`src/rtl/bar_uart_rx_fifo.sv`:
```
// 8N1 UART receiver for the SoC TX line, buffered in a FIFO and exposed as a 4-register BAR window.
// RXDATA pops on read; STATUS/CTRL carry FIFO state, sticky error flags and flush.
module bar_uart_rx_fifo #(
    parameter int unsigned CLK_DIV    = 868,
    parameter int unsigned FIFO_DEPTH = 16,
    parameter logic [31:0] BASE_ADDR  = 32'h2000
) (
    input  logic        clk,
    input  logic        rst,
    input  logic        soc_uart_tx,
    input  logic [31:0] bar_addr,
    input  logic [31:0] bar_wdata,
    input  logic        bar_wen,
    input  logic        bar_ren,
    output logic [31:0] bar_rdata,
    output logic        rx_irq
);

    localparam int unsigned PtrW = (FIFO_DEPTH > 1) ? $clog2(FIFO_DEPTH) : 1;
    localparam logic [8:0] DepthCnt = 9'(FIFO_DEPTH);
    localparam logic [15:0] ResetDiv = 16'(CLK_DIV);
    localparam logic [PtrW-1:0] PtrOne = PtrW'(1);

    typedef enum logic [1:0] {StIdle, StStart, StData, StStop} rx_state_e;

    // Input synchronizer plus edge-detect history.
    logic meta_q, sync_q, prev_q;

    always_ff @(posedge clk) begin
        if (rst) begin
            meta_q <= 1'b1;
            sync_q <= 1'b1;
            prev_q <= 1'b1;
        end else begin
            meta_q <= soc_uart_tx;
            sync_q <= meta_q;
            prev_q <= sync_q;
        end
    end

    rx_state_e   state_q;
    logic [15:0] timer_q;
    logic [15:0] frame_div_q;
    logic [15:0] div_q;
    logic [2:0]  bit_idx_q;
    logic [7:0]  shift_q;
    logic        expire;
    logic        rx_push;
    logic        rx_ferr;

    assign expire  = (state_q != StIdle) && (timer_q == 16'd1);
    assign rx_push = (state_q == StStop) && expire && sync_q;
    assign rx_ferr = (state_q == StStop) && expire && !sync_q;

    // The divisor is latched at the start edge so DIV writes never disturb a frame in flight.
    always_ff @(posedge clk) begin
        if (rst) begin
            state_q     <= StIdle;
            timer_q     <= 16'd0;
            frame_div_q <= ResetDiv;
            bit_idx_q   <= 3'd0;
            shift_q     <= 8'd0;
        end else begin
            unique case (state_q)
                StIdle: begin
                    if (prev_q && !sync_q) begin
                        frame_div_q <= div_q;
                        timer_q     <= div_q >> 1;
                        state_q     <= StStart;
                    end
                end
                StStart: begin
                    if (expire) begin
                        if (sync_q) begin
                            state_q <= StIdle;
                        end else begin
                            timer_q   <= frame_div_q;
                            bit_idx_q <= 3'd0;
                            state_q   <= StData;
                        end
                    end else begin
                        timer_q <= timer_q - 16'd1;
                    end
                end
                StData: begin
                    if (expire) begin
                        shift_q[bit_idx_q] <= sync_q;
                        timer_q            <= frame_div_q;
                        if (bit_idx_q == 3'd7) begin
                            state_q <= StStop;
                        end else begin
                            bit_idx_q <= bit_idx_q + 3'd1;
                        end
                    end else begin
                        timer_q <= timer_q - 16'd1;
                    end
                end
                StStop: begin
                    if (expire) begin
                        state_q <= StIdle;
                    end else begin
                        timer_q <= timer_q - 16'd1;
                    end
                end
                default: state_q <= StIdle;
            endcase
        end
    end

    logic [7:0]      mem [FIFO_DEPTH];
    logic [PtrW-1:0] wr_ptr_q, wr_ptr_d, rd_ptr_q, rd_ptr_d;
    logic [8:0]      count_q, count_d;
    logic            ovf_q, ovf_d, ferr_q, ferr_d;
    logic [15:0]     div_d;
    logic [31:0]     rdata_d;
    logic            sel_data, sel_status, sel_ctrl, sel_div;
    logic            full, pop, flush, push_ok, ctrl_wr;
    logic            unused_wdata;

    assign sel_data     = bar_addr == BASE_ADDR;
    assign sel_status   = bar_addr == BASE_ADDR + 32'h4;
    assign sel_ctrl     = bar_addr == BASE_ADDR + 32'h8;
    assign sel_div      = bar_addr == BASE_ADDR + 32'hC;
    assign unused_wdata = ^bar_wdata[31:16];

    always_comb begin
        full    = count_q == DepthCnt;
        ctrl_wr = bar_wen && sel_ctrl;
        pop     = bar_ren && sel_data && (count_q != 9'd0);
        flush   = ctrl_wr && bar_wdata[2];
        push_ok = rx_push && !flush && (!full || pop);

        wr_ptr_d = wr_ptr_q;
        rd_ptr_d = rd_ptr_q;
        count_d  = count_q;
        if (flush) begin
            wr_ptr_d = '0;
            rd_ptr_d = '0;
            count_d  = 9'd0;
        end else begin
            if (push_ok) wr_ptr_d = wr_ptr_q + PtrOne;
            if (pop)     rd_ptr_d = rd_ptr_q + PtrOne;
            if (push_ok && !pop)      count_d = count_q + 9'd1;
            else if (pop && !push_ok) count_d = count_q - 9'd1;
        end

        // Set beats clear; a flushed push is dropped silently.
        ovf_d  = (ovf_q && !(ctrl_wr && bar_wdata[0])) || (rx_push && !flush && full && !pop);
        ferr_d = (ferr_q && !(ctrl_wr && bar_wdata[1])) || rx_ferr;

        div_d = div_q;
        if (bar_wen && sel_div) begin
            div_d = (bar_wdata[15:0] < 16'd4) ? 16'd4 : bar_wdata[15:0];
        end

        rdata_d = bar_rdata;
        if (bar_ren) begin
            if (sel_data) begin
                rdata_d = (count_q != 9'd0) ? {23'h0, 1'b1, mem[rd_ptr_q]} : 32'h0;
            end else if (sel_status) begin
                rdata_d = {15'h0, count_q, 4'h0, ferr_q, ovf_q, full, count_q != 9'd0};
            end else if (sel_div) begin
                rdata_d = {16'h0, div_q};
            end else begin
                rdata_d = 32'h0;
            end
        end
    end

    always_ff @(posedge clk) begin
        if (push_ok) mem[wr_ptr_q] <= shift_q;
    end

    always_ff @(posedge clk) begin
        if (rst) begin
            wr_ptr_q  <= '0;
            rd_ptr_q  <= '0;
            count_q   <= 9'd0;
            ovf_q     <= 1'b0;
            ferr_q    <= 1'b0;
            div_q     <= ResetDiv;
            bar_rdata <= 32'h0;
            rx_irq    <= 1'b0;
        end else begin
            wr_ptr_q  <= wr_ptr_d;
            rd_ptr_q  <= rd_ptr_d;
            count_q   <= count_d;
            ovf_q     <= ovf_d;
            ferr_q    <= ferr_d;
            div_q     <= div_d;
            bar_rdata <= rdata_d;
            rx_irq    <= count_d != 9'd0;
        end
    end

endmodule

```
`config.mk`:
```
export PLATFORM = sky130hd
export DESIGN_NAME = bar_uart_rx_fifo
export DESIGN_NICKNAME = d
export VERILOG_FILES = /design/src/rtl/bar_uart_rx_fifo.sv
export SDC_FILE = /design/constraint.sdc
export NUM_CORES = 1
export LEC_CHECK = 0
export ABC_AREA = 1
export CAP_MARGIN = 10
export CORE_UTILIZATION = 40
export CTS_BUF_LIST = sky130_fd_sc_hd__clkbuf_4 sky130_fd_sc_hd__clkbuf_8 sky130_fd_sc_hd__clkbuf_16
export DETAILED_ROUTE_END_ITERATION = 16
export HOLD_SLACK_MARGIN = 0.08
export PLACE_DENSITY = 0.71
export SYNTH_ARGS = -nofsm -noshare
export SYNTH_HDL_FRONTEND = slang
export SYNTH_SLANG_ARGS = --single-unit
```
`constraint.sdc`:
```
create_clock -name clk -period 2.8 [get_ports clk]
set_clock_uncertainty 0.1 [all_clocks]
set_input_delay 0.56 -clock clk [delete_from_list [all_inputs] [get_ports clk]]
set_output_delay 0.56 -clock clk [all_outputs]
set_load 0.02 [all_outputs]
```
==> results of run 1 <==
==> state kept, by name, indices dropped and copies added, names as in the netlist, 4 cells and up, named ones only <==
register	cells
bar_rdata	17
count_q	9
div_q	16
frame_div_q	16
mem	128
rd_ptr_q	4
shift_q	8
timer_q	16
wr_ptr_q	4
==> worst max-delay path: stages (launching register included) <==
cell	delay (ns)
dfxtp_2	0.36
inv_1	0.07
ha_1	0.26
inv_1	0.09
nand3_1	0.07
nor2_1	0.13
nand4_1	0.15
nor2_2	0.21
nand2_4	0.12
inv_2	0.08
nand2_1	0.07
inv_2	0.12
nand2_1	0.15
nor2_1	0.16
buf_4	0.19
==> final cells by class <==
type | instances | area [um2] | share of cell area, %
clock inverters | 14 | 208 | 1.55
repair buffers | 133 | 1180 | 8.87
inverters | 132 | 498 | 3.73
well taps | 372 | 465 | 3.48
multi-input cells | 814 | 4390 | 32.9
clock buffers | 30 | 664 | 4.97
flip-flops and latches | 233 | 5950 | 44.5
==> Yosys cell counts (9+ instances only) <==
master,count
nand2_1,220
edfxtp_1,128
inv_1,114
nor2_1,114
dfxtp_1,105
a21oi_1,91
o21ai_0,86
nand3_1,58
clkbuf_1,29
mux2i_1,27
o211ai_1,26
a31oi_1,20
buf_4,20
ha_1,15
inv_2,15
nand4_1,15
buf_2,13
xor2_1,13
nor2_2,11
a41oi_1,9
nor3_1,9
==> per-stage QoR <==
stage	power (mW)	utilization, %
after floorplan	4.85	-
after global placement	5.21	46.1
after detailed placement	5.23	46.1
after CTS	8.69	49.3
after global routing	9.01	49.3
final	8.68	49.3
==> routing by layer <==
metal / vias up / share of wire, % / global-route usage [%]
li1: 4420 / - / -
met1: 4258 / 44 / 26.9
met2: 363 / 45 / 31.4
met3: 51 / 7.8 / 2.83
met4: 0 / 2.7 / 6.17
met5: - / 0 / 0
==> timing repair <==
| action | CTS | global route |
|---|---|---|
| setup endpoints to repair | 0 | 34 |
| gates resized for setup | 0 | 5 |
| hold endpoints to repair | 0 | 0 |
==> power groups by stage <==
stage | logic (mW) | registers [mW] | clock network [mW]
after floorplan | 1.06 | 3.79 | 0
after global placement | 1.40 | 3.81 | 0
after detailed placement | 1.41 | 3.81 | 0
after CTS | 1.43 | 3.74 | 3.53
after global routing | 1.60 | 3.76 | 3.65
final | 1.45 | 3.74 | 3.48
==> logic make-up (layout without fill, tap and decap cells) <==
kind of cell / after synthesis / count (layout)
fa+ha+maj: 15 / 15
xor+xnor: 19 / 19
compound gates: 272 / 272
other cells: 1 / 15
simple gates: 466 / 466
mux: 27 / 27
buf+inv: 200 / 309
flops: 233 / 233
==> final timing paths <==
| path | end | cells after the start |
|---|---|---|
| setup / recovery | mem[1][4] | 14 |
| hold / removal | sync_q | 1 |
| setup reg to reg | mem[1][4] | 14 |
| hold reg to reg | sync_q | 1 |
==> placed cells by master, fill, tap and decap left out, drive strengths merged, types with 4 or more instances in the layout <==
cell	instances
ha	15
a311oi	8
inv	132
or2	4
nor2	130
o21ai	91
clkinv	8
nor4	5
xor2	13
o221ai	6
clkdlybuf4s50	69
a211oi	4
xnor2	6
nand2	227
clkbuf	30
nand4	18
bufinv	4
nand3	64
a22oi	5
conb	15
a41oi	9
buf	64
mux2i	27
a31oi	20
nor3	13
o211ai	26
o22ai	6
dfxtp	105
a21oi	92
edfxtp	128
==> summary.txt, run 1 <==
Setup WS post-layout - 0.155 ns
Die Area - 28,500 um2
Ant. Diodes - 0
starting density of the core - 41.1%
Via-to-Cell Ratio - 5.26
Comb pwr share - 16.7%
Yosys cell types - 55
unrepaired setup endpoints after global routing - no
ranking of synthesized cells by area - edfxtp_1 (35%), dfxtp_1 (19%), nand2_1 (7.4%)
WS Path Type - register to register
Slew @ Worst Pin - 0.766 ns
WHS - 0.313 ns
worst rel slew slack - 48.9%
Post-Synthesis Cell Area - 11,100 um2
Final Hold Viols - 0
largest area contributor in the netlist - edfxtp_1
CTS root buf - clkbuf_16
clk_lat worst skew - 0.53 ns
core area - 27,100 um2
CTS H-Tree Depth - 1
hpwl dp - 19.1 mm
FF+latch count, synth - 233
Die X - 169 um
crit path launch - state_q[0]
initial antenna violation count - 0
Fillers - 2,505
Hold Startpoint - meta_q
Post-CTS Setup Inserts - 0
NumNets Final - 1,422
io pins - 102
routed vias - 9,092
internal power - 6.29 mW
Synth Area in XOR/XNOR - 1.49%
CTS tree - yes
P&R area growth vs syn - 20.1%
Synth async-reset ratio - 0%
Synth Instances - 1,233
post-route ant nets - 0
share of cells above drive strength 1 - 12.5%
Hold WC Path Type - register to register
Final min period - 2.64 ns
Synth Area in Compound Gates - 14.3%
Peak Freq - 378 MHz
Non-Filler Instances - 1,728
total grt overflow - 0
VDD IR max - 0.000594 V
combinational family with the most area after synthesis - simple AND/OR/NAND/NOR gates
setup_tns - 0 ns
Routed WL - 27.6 mm
clock share of power - 40.1%
Worst Path Max Fanout - 8
Primary FF master, synth - edfxtp_1
num rows - 60
placed cell area - 12,500 um2
placed cells - 1,684
status - complete, no violations
largest net degree at the start of global routing - 70
drc violations - 0
Buffers on Ports - 70
vias in the first global route - 8,522
Synth Area in Adders - 1.69%
Worst R2R Setup Slack - 0.16 ns
TritonCTS Sinks - 233
Synth Area in Simple Gates - 19.0%
mux contribution to synthesized area - 2.43%
critical path endpoint category - register
Reg clk slew, reported paths - 0.07 ns
Pre-antenna DRT Iters - 5
Worst EP arrival - 2.78 ns
Reg2Reg Launch Point - state_q[0]
Final Setup Violations - 0
final worst path period share - 94.5%
Startpoint Class - register
Mapped Avg Cell Area - 9.03 um2
routed len/inst - 16.0 um
Switching Fraction - 27.5%
YS warnings - 0
sequential power share - 43.2%
DIE HEIGHT - 169 um
drt initial violations - 809
final slew viol count - 0
P_leak - 5.09 nW
power per cell area - 649 nW/um2
Placement Setup Slack - -0.0744 ns
GP Congestion - 0.889
hold-fix buffer count after cts - 0
GR Util All Layers - 19.5%
NetSw - 2.39 mW
CP required - 2.94 ns
Final Cell Area - 13,400 um2
top cell type's share of synthesized area - 34.5%
global-route wire length before repair - 44.5 mm
sequential share of the synthesized area - 53.4%
TritonCTS Buffers - 24
clk buf depth - 3
max-cap viol count - 0
number of synthesized flops with an enable pin - 128
(Power assumes the default switching activity.)
==> run 2: changes to the inputs <==
--- a/config.mk
+++ b/config.mk
@@ -7,6 +7,7 @@
 export LEC_CHECK = 0
 export ABC_AREA = 1
 export CAP_MARGIN = 10
+export CORE_MARGIN = 3
 export CORE_UTILIZATION = 40
 export CTS_BUF_LIST = sky130_fd_sc_hd__clkbuf_4 sky130_fd_sc_hd__clkbuf_8 sky130_fd_sc_hd__clkbuf_16
 export DETAILED_ROUTE_END_ITERATION = 16
==> run 2 against run 1 <==
  * Sequential cell count is the same
  * Power shrank 3.2%
  * Utilization shrank 0.072 points
  * Critical path depth is the same
  * Register-to-register slack is essentially flat
  * Critical path type unchanged
==> summary.txt, run 2 (synthesis results as in run 1) <==
Pre-antenna DRT Iters - 6 (+1)
reg2reg path depth - 14 (unchanged)
CP required - 2.95 ns (about the same)
Post-CTS Resized - 0 (unchanged)
highest-count cells in the layout ignoring fill and taps - nand2_1 (220), edfxtp_1 (128), inv_1 (114)
Non-Filler Instances - 1,735 (+0.41%)
worst path cell trace - inv_1 -> ha_1 -> inv_1 -> nand3_1 -> nor2_1 -> nand4_1 -> nor2_2 -> nand2_4 -> inv_2 -> nand2_1 -> inv_2 -> nand2_1 -> nor2_1 -> buf_6
Buffers on Ports - 70 (unchanged)
DIE HEIGHT - 173 um (+2.4%)
Reg clk slew, reported paths - 0.06 ns (about the same)
max-cap viol count - 0 (unchanged)
clk buf depth - 3 (unchanged)
P&R area growth vs syn - 20.2%
routed len/inst - 15.8 um (-1.3%)
Pwr Total - 8.40 mW (-3.2%)
post-route ant nets - 0 (unchanged)
status - complete, no violations
num rows - 60 (unchanged)
unrepaired setup endpoints after global routing - yes
VDD IR max - 0.000682 V (+15%)
Die X - 173 um (+2.4%)
CTS tree - yes
GP Congestion - 0.903 (+1.6%)
Setup WS post-layout - 0.152 ns (-0.00314 ns)
M1 GR Usage - 25.9% (-1.0 points)
met2 Usage GRT - 28.1% (-3.3 points)
largest registers - mem x128, bar_rdata x17
io pins - 102 (unchanged)
P_leak - 5.10 nW (+0.26%)
drc violations - 0 (unchanged)
Startpoint Class - register
routed vias - 8,984 (-1.2%)
core area - 27,200 um2 (+0.28%)
met3 GRT Util - 2.66% (-0.17 points)
Hold WC Path Type - primary input to register
Final min period - 2.65 ns (+0.00314 ns)
total grt overflow - 0 (unchanged)
WHS - 0.288 ns (-0.0255 ns)
Final Hold Viols - 0 (unchanged)
Slew @ Worst Pin - 0.756 ns (-0.00976 ns)
share of cells above drive strength 1 - 12.8% (+0.30 points)
Die Area - 29,900 um2 (+4.8%)
Routed WL - 27.4 mm (-0.89%)
vias in the first global route - 8,542 (+0.23%)
worst rel slew slack - 49.6% (+0.72 points)
Max stage delay on crit path - 0.37 ns (about the same)
power per cell area - 627 nW/um2 (-3.4%)
starting density of the core - 41.0% (-0.11 points)
Post-CTS Setup Inserts - 0 (unchanged)
Via-to-Cell Ratio - 5.18 (-1.6%)
WS Path Type - register to register
GR peak layer - met2
Worst EP arrival - 2.79 ns (about the same)
CTS root buf - clkbuf_16
TritonCTS Sinks - 233 (unchanged)
Placement Setup Slack - -0.101 ns (-0.0263 ns)
placed cells - 1,692 (+0.48%)
Worst Path Max Fanout - 8 (unchanged)
commonest non-fill, non-tap cell in the layout - nand2_1
final slew viol count - 0 (unchanged)
CTS H-Tree Depth - 1 (unchanged)
TritonCTS Buffers - 25 (+4.2%)
final worst path period share - 94.6% (+0.11 points)
Peak Freq - 378 MHz (-0.12%)
critical path endpoint category - register
Ant. Diodes - 0 (unchanged)
largest net degree at the start of global routing - 70 (unchanged)
global-route wire length before repair - 44.5 mm (about the same)
hpwl dp - 19.3 mm (+1.1%)
drt initial violations - 827 (+2.2%)
GR Util All Layers - 17.8% (-1.6 points)
Reg with most FFs - mem
critical path's slowest cell - dfxtp_1
clk_lat worst skew - 0.53 ns (about the same)
hold path depth - 3 (+2)
initial antenna violation count - 1 (+1)
NumNets Final - 1,431 (+0.63%)
hold-fix buffer count after cts - 0 (unchanged)
Final Setup Violations - 0 (unchanged)
number of flip-flops in the largest register - 128 (unchanged)
[run 2: report_power, final]
part | switching [mW] | total [mW] | internal, mW
registers | 0.0918 | 3.75 | 3.66
logic | 0.899 | 1.45 | 0.556
clock network | 1.29 | 3.19 | 1.91
total | 2.28 | 8.40 | 6.12
[run 2: path summary, 6_finish.rpt]
kind	start	to	slack (ns)
setup / recovery	register	mem[1][4]	0.15
hold / removal	rst	frame_div_q[9]	0.29
setup reg to reg	register	mem[1][4]	0.15
hold reg to reg	meta_q	sync_q	0.30
[run 2: per-layer routing]
metal  up-vias  routed length, um
met2       308              12400
li1       4433                  -
met1      4195              12600
met5         -                 11
met3        46               1770
met4         2                608
[run 2: through the flow]
step	util [%]	setup TNS, ns	instance area (um2)
final	49.2	0	13400
after global placement	46.1	-0.491	12500
after detailed placement	46.1	-5.23	12500
after floorplan	-	0	11200
after CTS	49.1	0	13300
after global routing	49.2	-1.68	13400
[run 2: layout make-up]
| class | count | area [um2] |
|---|---|---|
| Clock buffer | 33 | 686 |
| Tap cell | 372 | 465 |
| Inverter | 132 | 498 |
| Multi-Input combinational cell | 814 | 4400 |
| Sequential cell | 233 | 5950 |
| Timing Repair Buffer | 141 | 1270 |
| Clock inverter | 10 | 113 |
| Fill cell | 2529 | 13800 |
[run 2: critical path: cells and delay by family, from the launching register on]
kind / cells / cell delay (ns)
simple gates: 8 / 1.09
buf+inv: 5 / 0.56
flops: 1 / 0.37
fa+ha+maj: 1 / 0.24
==> run 3: changes to the inputs <==
--- a/config.mk
+++ b/config.mk
@@ -13,6 +13,7 @@
 export DETAILED_ROUTE_END_ITERATION = 16
 export HOLD_SLACK_MARGIN = 0.08
 export PLACE_DENSITY = 0.71
+export SLEW_MARGIN = 20
 export SYNTH_ARGS = -nofsm -noshare
 export SYNTH_HDL_FRONTEND = slang
 export SYNTH_SLANG_ARGS = --single-unit
==> results of run 3 <==
No change in the layout: final DEF, timing and power equal those of run 2.
